$ cat config.mk
export PLATFORM = sky130hd
export DESIGN_NAME = tisc_address_decoder
export DESIGN_NICKNAME = d
export VERILOG_FILES = /design/src/rtl/tisc_bus_pkg.sv /design/src/rtl/tisc_addr_match.sv /design/src/rtl/tisc_address_decoder.sv
export SDC_FILE = /design/constraint.sdc
export NUM_CORES = 1
export LEC_CHECK = 0
export BUFFER_PORTS_ARGS = -buffer_cell sky130_fd_sc_hd__buf_2
export CAP_MARGIN = 20
export CORE_AREA = 10 10 210 212
export DETAILED_ROUTE_END_ITERATION = 8
export DIE_AREA = 0 0 220 222
export GPL_ROUTABILITY_DRIVEN = 0
export PLACE_DENSITY = 0.4
export SETUP_SLACK_MARGIN = 0.2
export SLEW_MARGIN = 20
export SYNTH_ARGS = -nofsm -noshare
export SYNTH_HDL_FRONTEND = slang
export SYNTH_HIERARCHICAL = 1
export SYNTH_SLANG_ARGS = --single-unit
$ cat constraint.sdc
create_clock -name clk_i -period 9.3 [get_ports clk_i]
set_input_delay 0.93 -clock clk_i [delete_from_list [all_inputs] [get_ports clk_i]]
set_output_delay 0.93 -clock clk_i [all_outputs]
set_load 0.02 [all_outputs]
$ cat src/rtl/tisc_bus_pkg.sv
// Shared definitions for the TISC register bus: data/address width,
// decoder state encoding and timeout counter sizing.
package tisc_bus_pkg;

  // Address and data width shared with the address-map generator.
  localparam int WIDTH = 32;

  // Default ACCESS timeout and the counter width it needs.
  localparam int DEFAULT_TIMEOUT_CYCLES = 255;
  localparam int TMO_CNT_W = $clog2(DEFAULT_TIMEOUT_CYCLES + 1);

  typedef enum logic [2:0] {
    IDLE,
    DECODE,
    ACCESS,
    RESP,
    WAIT_IDLE
  } state_t;

  // Counter width able to hold 0..cycles.
  function automatic int tmo_cnt_width(input int cycles);
    return (cycles < 1) ? 1 : $clog2(cycles + 1);
  endfunction

endpackage

$ cat src/rtl/tisc_addr_match.sv
// Combinational address matcher: compares one address against every
// base/mask slot and reports all hits plus the lowest-index winner.
module tisc_addr_match
  import tisc_bus_pkg::*;
#(
  parameter int NUM_SLAVES = 4,
  parameter int IDX_W      = 2
) (
  input  logic [WIDTH-1:0]            adr_i,
  input  logic [WIDTH*NUM_SLAVES-1:0] base_i,
  input  logic [WIDTH*NUM_SLAVES-1:0] mask_i,
  output logic [NUM_SLAVES-1:0]       hit_o,
  output logic [NUM_SLAVES-1:0]       first_o,
  output logic [IDX_W-1:0]            idx_o
);

  // Walk slots from the top down so the lowest hitting index is written last.
  always_comb begin
    hit_o   = '0;
    first_o = '0;
    idx_o   = '0;
    for (int n = NUM_SLAVES - 1; n >= 0; n--) begin
      if ((adr_i & mask_i[n*WIDTH +: WIDTH]) ==
          (base_i[n*WIDTH +: WIDTH] & mask_i[n*WIDTH +: WIDTH])) begin
        hit_o[n]   = 1'b1;
        first_o    = '0;
        first_o[n] = 1'b1;
        idx_o      = IDX_W'(n);
      end
    end
  end

endmodule

$ cat src/rtl/tisc_address_decoder.sv
// WISHBONE-classic address decoder for the TISC register space.
// Routes one master transaction to the lowest-index matching slave and
// returns ack/read data, or an error for unmapped addresses.
// Optional ACCESS timeout: define TISC_ADDRESS_DECODER_TIMEOUT_EN.
module tisc_address_decoder
  import tisc_bus_pkg::*;
#(
  parameter int NUM_SLAVES     = 4,
  parameter int TIMEOUT_CYCLES = DEFAULT_TIMEOUT_CYCLES
) (
  input  logic                        clk_i,
  input  logic                        rst_i,
  input  logic [WIDTH*NUM_SLAVES-1:0] address_base_i,
  input  logic [WIDTH*NUM_SLAVES-1:0] address_mask_i,
  input  logic                        m_cyc_i,
  input  logic                        m_stb_i,
  input  logic                        m_we_i,
  input  logic [WIDTH-1:0]            m_adr_i,
  input  logic [WIDTH-1:0]            m_dat_i,
  output logic [WIDTH-1:0]            m_dat_o,
  output logic                        m_ack_o,
  output logic                        m_err_o,
  output logic [NUM_SLAVES-1:0]       s_cyc_o,
  output logic [NUM_SLAVES-1:0]       s_stb_o,
  output logic                        s_we_o,
  output logic [WIDTH-1:0]            s_adr_o,
  output logic [WIDTH-1:0]            s_dat_o,
  input  logic [WIDTH*NUM_SLAVES-1:0] s_dat_i,
  input  logic [NUM_SLAVES-1:0]       s_ack_i
);

  localparam int IDX_W = (NUM_SLAVES > 1) ? $clog2(NUM_SLAVES) : 1;

  if (NUM_SLAVES < 1 || TIMEOUT_CYCLES < 1) begin : g_bad_param
    $error("tisc_address_decoder: NUM_SLAVES and TIMEOUT_CYCLES must be >= 1");
  end

  logic [NUM_SLAVES-1:0] hit_c;
  logic [NUM_SLAVES-1:0] first_c;
  logic [IDX_W-1:0]      idx_c;

  tisc_addr_match #(
    .NUM_SLAVES (NUM_SLAVES),
    .IDX_W      (IDX_W)
  ) u_match (
    .adr_i   (m_adr_i),
    .base_i  (address_base_i),
    .mask_i  (address_mask_i),
    .hit_o   (hit_c),
    .first_o (first_c),
    .idx_o   (idx_c)
  );

  state_t                state;
  logic [NUM_SLAVES-1:0] hit_q;
  logic [NUM_SLAVES-1:0] first_q;
  logic [IDX_W-1:0]      idx_q;
  logic [IDX_W-1:0]      sel_idx;
  logic [WIDTH-1:0]      sel_rdat;
  logic                  sel_ack;

`ifdef TISC_ADDRESS_DECODER_TIMEOUT_EN
  localparam int CNT_W = tmo_cnt_width(TIMEOUT_CYCLES);
  logic [CNT_W-1:0] tmo_cnt;
`endif

  // Only the selected slave's ack and data matter; strobe is one-hot on sel.
  assign sel_ack  = |(s_ack_i & s_stb_o);
  assign sel_rdat = s_dat_i[int'(sel_idx)*WIDTH +: WIDTH];

  // Transaction FSM; every master/slave output is registered here.
  always_ff @(posedge clk_i or posedge rst_i) begin
    if (rst_i) begin
      state   <= IDLE;
      hit_q   <= '0;
      first_q <= '0;
      idx_q   <= '0;
      sel_idx <= '0;
      m_dat_o <= '0;
      m_ack_o <= 1'b0;
      m_err_o <= 1'b0;
      s_cyc_o <= '0;
      s_stb_o <= '0;
      s_we_o  <= 1'b0;
      s_adr_o <= '0;
      s_dat_o <= '0;
`ifdef TISC_ADDRESS_DECODER_TIMEOUT_EN
      tmo_cnt <= '0;
`endif
    end else begin
      // Responses are single-cycle pulses.
      m_ack_o <= 1'b0;
      m_err_o <= 1'b0;
      case (state)
        IDLE: begin
          if (m_cyc_i && m_stb_i) begin
            s_adr_o <= m_adr_i;
            s_dat_o <= m_dat_i;
            s_we_o  <= m_we_i;
            // Snapshot the match so later map changes cannot move sel.
            hit_q   <= hit_c;
            first_q <= first_c;
            idx_q   <= idx_c;
            state   <= DECODE;
          end
        end
        DECODE: begin
          if (!m_cyc_i) begin
            state <= IDLE;
          end else if (|hit_q) begin
            sel_idx <= idx_q;
            s_cyc_o <= first_q;
            s_stb_o <= first_q;
`ifdef TISC_ADDRESS_DECODER_TIMEOUT_EN
            tmo_cnt <= '0;
`endif
            state   <= ACCESS;
          end else begin
            m_err_o <= 1'b1;
            state   <= RESP;
          end
        end
        ACCESS: begin
          if (!m_cyc_i) begin
            s_cyc_o <= '0;
            s_stb_o <= '0;
            state   <= IDLE;
          end else if (sel_ack) begin
            if (!s_we_o) m_dat_o <= sel_rdat;
            m_ack_o <= 1'b1;
            s_cyc_o <= '0;
            s_stb_o <= '0;
            state   <= RESP;
          end
`ifdef TISC_ADDRESS_DECODER_TIMEOUT_EN
          else if (tmo_cnt == CNT_W'(TIMEOUT_CYCLES - 1)) begin
            m_err_o <= 1'b1;
            s_cyc_o <= '0;
            s_stb_o <= '0;
            state   <= RESP;
          end else begin
            tmo_cnt <= tmo_cnt + 1'b1;
          end
`endif
        end
        RESP: begin
          state <= WAIT_IDLE;
        end
        WAIT_IDLE: begin
          // Hold off until the master releases its strobe: one strobe, one response.
          if (!m_stb_i) state <= IDLE;
        end
        default: begin
          state <= IDLE;
        end
      endcase
    end
  end

endmodule

==> flow_summary.json <==
{
  "async_flop_share_pct": 100.0,
  "arrival_ps": 2970,
  "finalSetupViolCount": 0,
  "grt_max_degree": 74,
  "maxSlewHeadroom_pct": 40.76,
  "initial_core_util_pct": 18.10,
  "r2r_end": "s_dat_o[18]",
  "syn_inst": 548,
  "power.leakage_nw": 5.683,
  "htreeDepth": 4,
  "cts.path.max_buffers": 2,
  "reg2reg_depth": 4,
  "hold_violations": 0,
  "clockPowerShare_pct": 30.4,
  "cts_buffers": 17,
  "hold_start": "s_adr_o[26]",
  "fin_nets": 1566,
  "syn_to_final_growth_pct": 56.07,
  "fin_util_pct": 28.25,
  "die_w_um": 220,
  "rsz0062_at_grt": "false",
  "cp_top_family": "simple AND/OR/NAND/NOR gates",
  "hpwl_um": 35680,
  "ctsRootBufferMaster": "clkbuf_16",
  "synth_top_flop_cell": "dfrtp_1",
  "hold_slack_ps": 497.4,
  "yosys.cell_types.count": 38,
  "status": "finished, final reports clean",
  "grt_pass1_vias": 8094,
  "postCtsHoldBufs": 0,
  "grt_util_all_layers_pct": 16.29,
  "p_int_w": 0.001489,
  "cts_tree": "built",
  "p_per_area_nw_per_um2": 206.2,
  "drc": 0,
  "drtPass1Iterations": 5,
  "clock_skew_ps": 5.074,
  "clkLatencyLatePin_ps": 430,
  "syn_area_per_cell_um2": 13.09,
  "hold-path-endpoint": "s_adr_o[26]",
  "synth_edf_count": 0,
  "path_buf_inv": 1,
  "setup_tns_ps": 0,
  "worst_path_max_delay_cell": "a22oi_1",
  "design.core.area_um2": 39640,
  "final.min_clock_period_ps": 2649,
  "pwr-share-comb_pct": 37.3,
  "ys_warn_count": 6,
  "rows": 73,
  "cts_sinks": 118,
  "io_pins": 564,
  "r2r-start": "state[0]",
  "clk_pin_slew_ps": 60,
  "drive_gt1_share_pct": 66.82,
  "switchingPower_w": 0.0008204,
  "required_ps": 9620,
  "p_seq_share_pct": 32.3,
  "drtIter0Drc": 293,
  "antenna_found_initial": 21,
  "yosysSeqAreaShare_pct": 41.16,
  "end_kind": "flop",
  "ctsResizeCount": 0,
  "path_max_fanout": 5,
  "crit_type": "in2reg",
  "cpPeakStageDelay_ps": 470,
  "start_kind": "primary input",
  "die_area_um2": 48840,
  "cts_setup_buffers": 0,
  "irDropWorstVdd_v": 0.00008535,
  "period_share_pct": 28.48,
  "synth.cell_area_um2": 7174,
  "die_height_um": 222,
  "hp-class": "reg2reg",
  "min_path_cells": 1,
  "vias": 7131,
  "max_freq_ghz": 0.3776,
  "synthesis.nets": 1005,
  "via_per_inst": 4.309,
  "rrSetupSlack_ps": 7040,
  "grt_overflow": 0,
  "fillCellCount": 4281,
  "cap_violations": 0,
  "path_cells": "buf_2 -> xor2_1 -> a22oi_1 -> nand4_1 -> nor4_2 -> nor2_1 -> and2_1 -> mux2_2",
  "worstMarginPinSlew_ps": 876.6,
  "drv_slew": 0,
  "ant_nets": 0,
  "drt-wirelength-per-cell_um": 24.77,
  "finalWirelength_um": 41000,
  "synth-seq-cells": 118,
  "port_buffers": 563,
  "grt_pass1_wl_um": 57260,
  "crit_start": "m_adr_i[15]",
  "swShare_pct": 35.52
}
[worst max path at each step]
stage / cells after the start / slack, ps / to
6_report: 8 / 6650 / first_q[2]
5_1_grt: 8 / 6590 / first_q[3]
4_1_cts: 8 / 6700 / first_q[2]
3_5_place_dp: 8 / 6230 / first_q[2]
3_3_place_gp: 8 / 6300 / first_q[2]
2_1_floorplan: 1 / 5240 / first_q[0]
[area by class of cell]
| class | instances | area (um2) | share of cell area [%] |
|---|---|---|---|
| inverters | 2 | 12.51 | 0.1117 |
| clock inverters | 8 | 120.1 | 1.073 |
| clock buffers | 23 | 498.0 | 4.447 |
| well taps | 525 | 656.9 | 5.867 |
| repair buffers | 569 | 2867 | 25.60 |
| flip-flops and latches | 118 | 2954 | 26.38 |
| diodes | 9 | 22.52 | 0.2011 |
| multi-input cells | 401 | 4066 | 36.32 |
[metrics by stage]
stage               cells  area (um2)  power (W)  setup WS [ps]
CTS                  1646       11170   0.002369           6704
finish               1655       11200   0.002309           6651
global placement     1615       10550   0.001631           6302
floorplan             548        7174   0.001234           5241
detailed placement   1615       10550   0.001639           6231
global route         1653       11190   0.002439           6586
[worst register-to-register path, cell delays in order, from the launching register on]
cell and delay, ps:
dfrtp_1 470, nor3b_1 430, nand2_4 370, buf_4 460, mux2_2 410
[per-layer routing]
layer	global-route usage, %	part of all wire, %
met5	0	0.25
met2	29.12	52
met1	16.04	35
met4	8.080	3.6
met3	6.207	9.0
[power by group through the flow]
stage | clock network, W | registers (W) | logic, W
floorplan | 0 | 0.000928 | 0.000306
global placement | 0 | 0.000748 | 0.000883
detailed placement | 0 | 0.000755 | 0.000884
CTS | 0.000736 | 0.000747 | 0.000886
global route | 0.000748 | 0.000769 | 0.000922
finish | 0.000702 | 0.000746 | 0.000862
[logic make-up (layout without fill, tap and decap cells)]
kind of cell / after synthesis / in the layout / synth area share [%]
DFF: 118 / 118 / 41.16
and+or+nand+nor: 56 / 56 / 5.528
other: 0 / 9 / 0
AOI/OAI and AO/OA: 75 / 75 / 8.145
xor gates and xnor gates: 129 / 129 / 15.75
muxes: 141 / 141 / 27.15
buffers and inverters: 29 / 602 / 2.267
[cell usage after synthesis, types with 3 or more instances]
cell	n	share of area, %
nand3_1	9	0.63
buf_1	4	0.21
nor2_1	3	0.16
nor4_4	3	0.89
xor2_1	128	16
mux4_2	32	10
clkbuf_1	7	0.37
mux2_2	108	17
buf_4	6	0.63
buf_6	3	0.47
a22oi_1	66	6.9
dfrtp_1	118	41
nand4_1	20	1.7
o211ai_1	4	0.42
nand2_1	4	0.21
buf_2	7	0.49
[state kept, by name, indices dropped and copies added, names as in the netlist]
register  cells
sel_idx       2
first_q       4
s_dat_o      32
s_adr_o      32
m_dat_o      32
hit_q         4
m_ack_o       1
idx_q         2
s_stb_o       4
s_we_o        1
m_err_o       1
state         3
[cells in the final DEF, fill, tap and decap left out, drive strengths merged, types with 2 or more instances in the layout]
cell / count
buf: 569
xor2: 128
dfrtp: 118
mux2: 109
a22oi: 66
mux4: 32
clkbuf: 23
nand4: 20
diode: 9
nand3: 9
nor4: 5
o211ai: 4
nand2: 4
nor2: 3
clkinv: 3
bufinv: 3
nor2b: 3
nor4bb: 2
clkinvlp: 2
and2: 2
inv: 2
No activity file was read; power rests on OpenSTA's default activity.
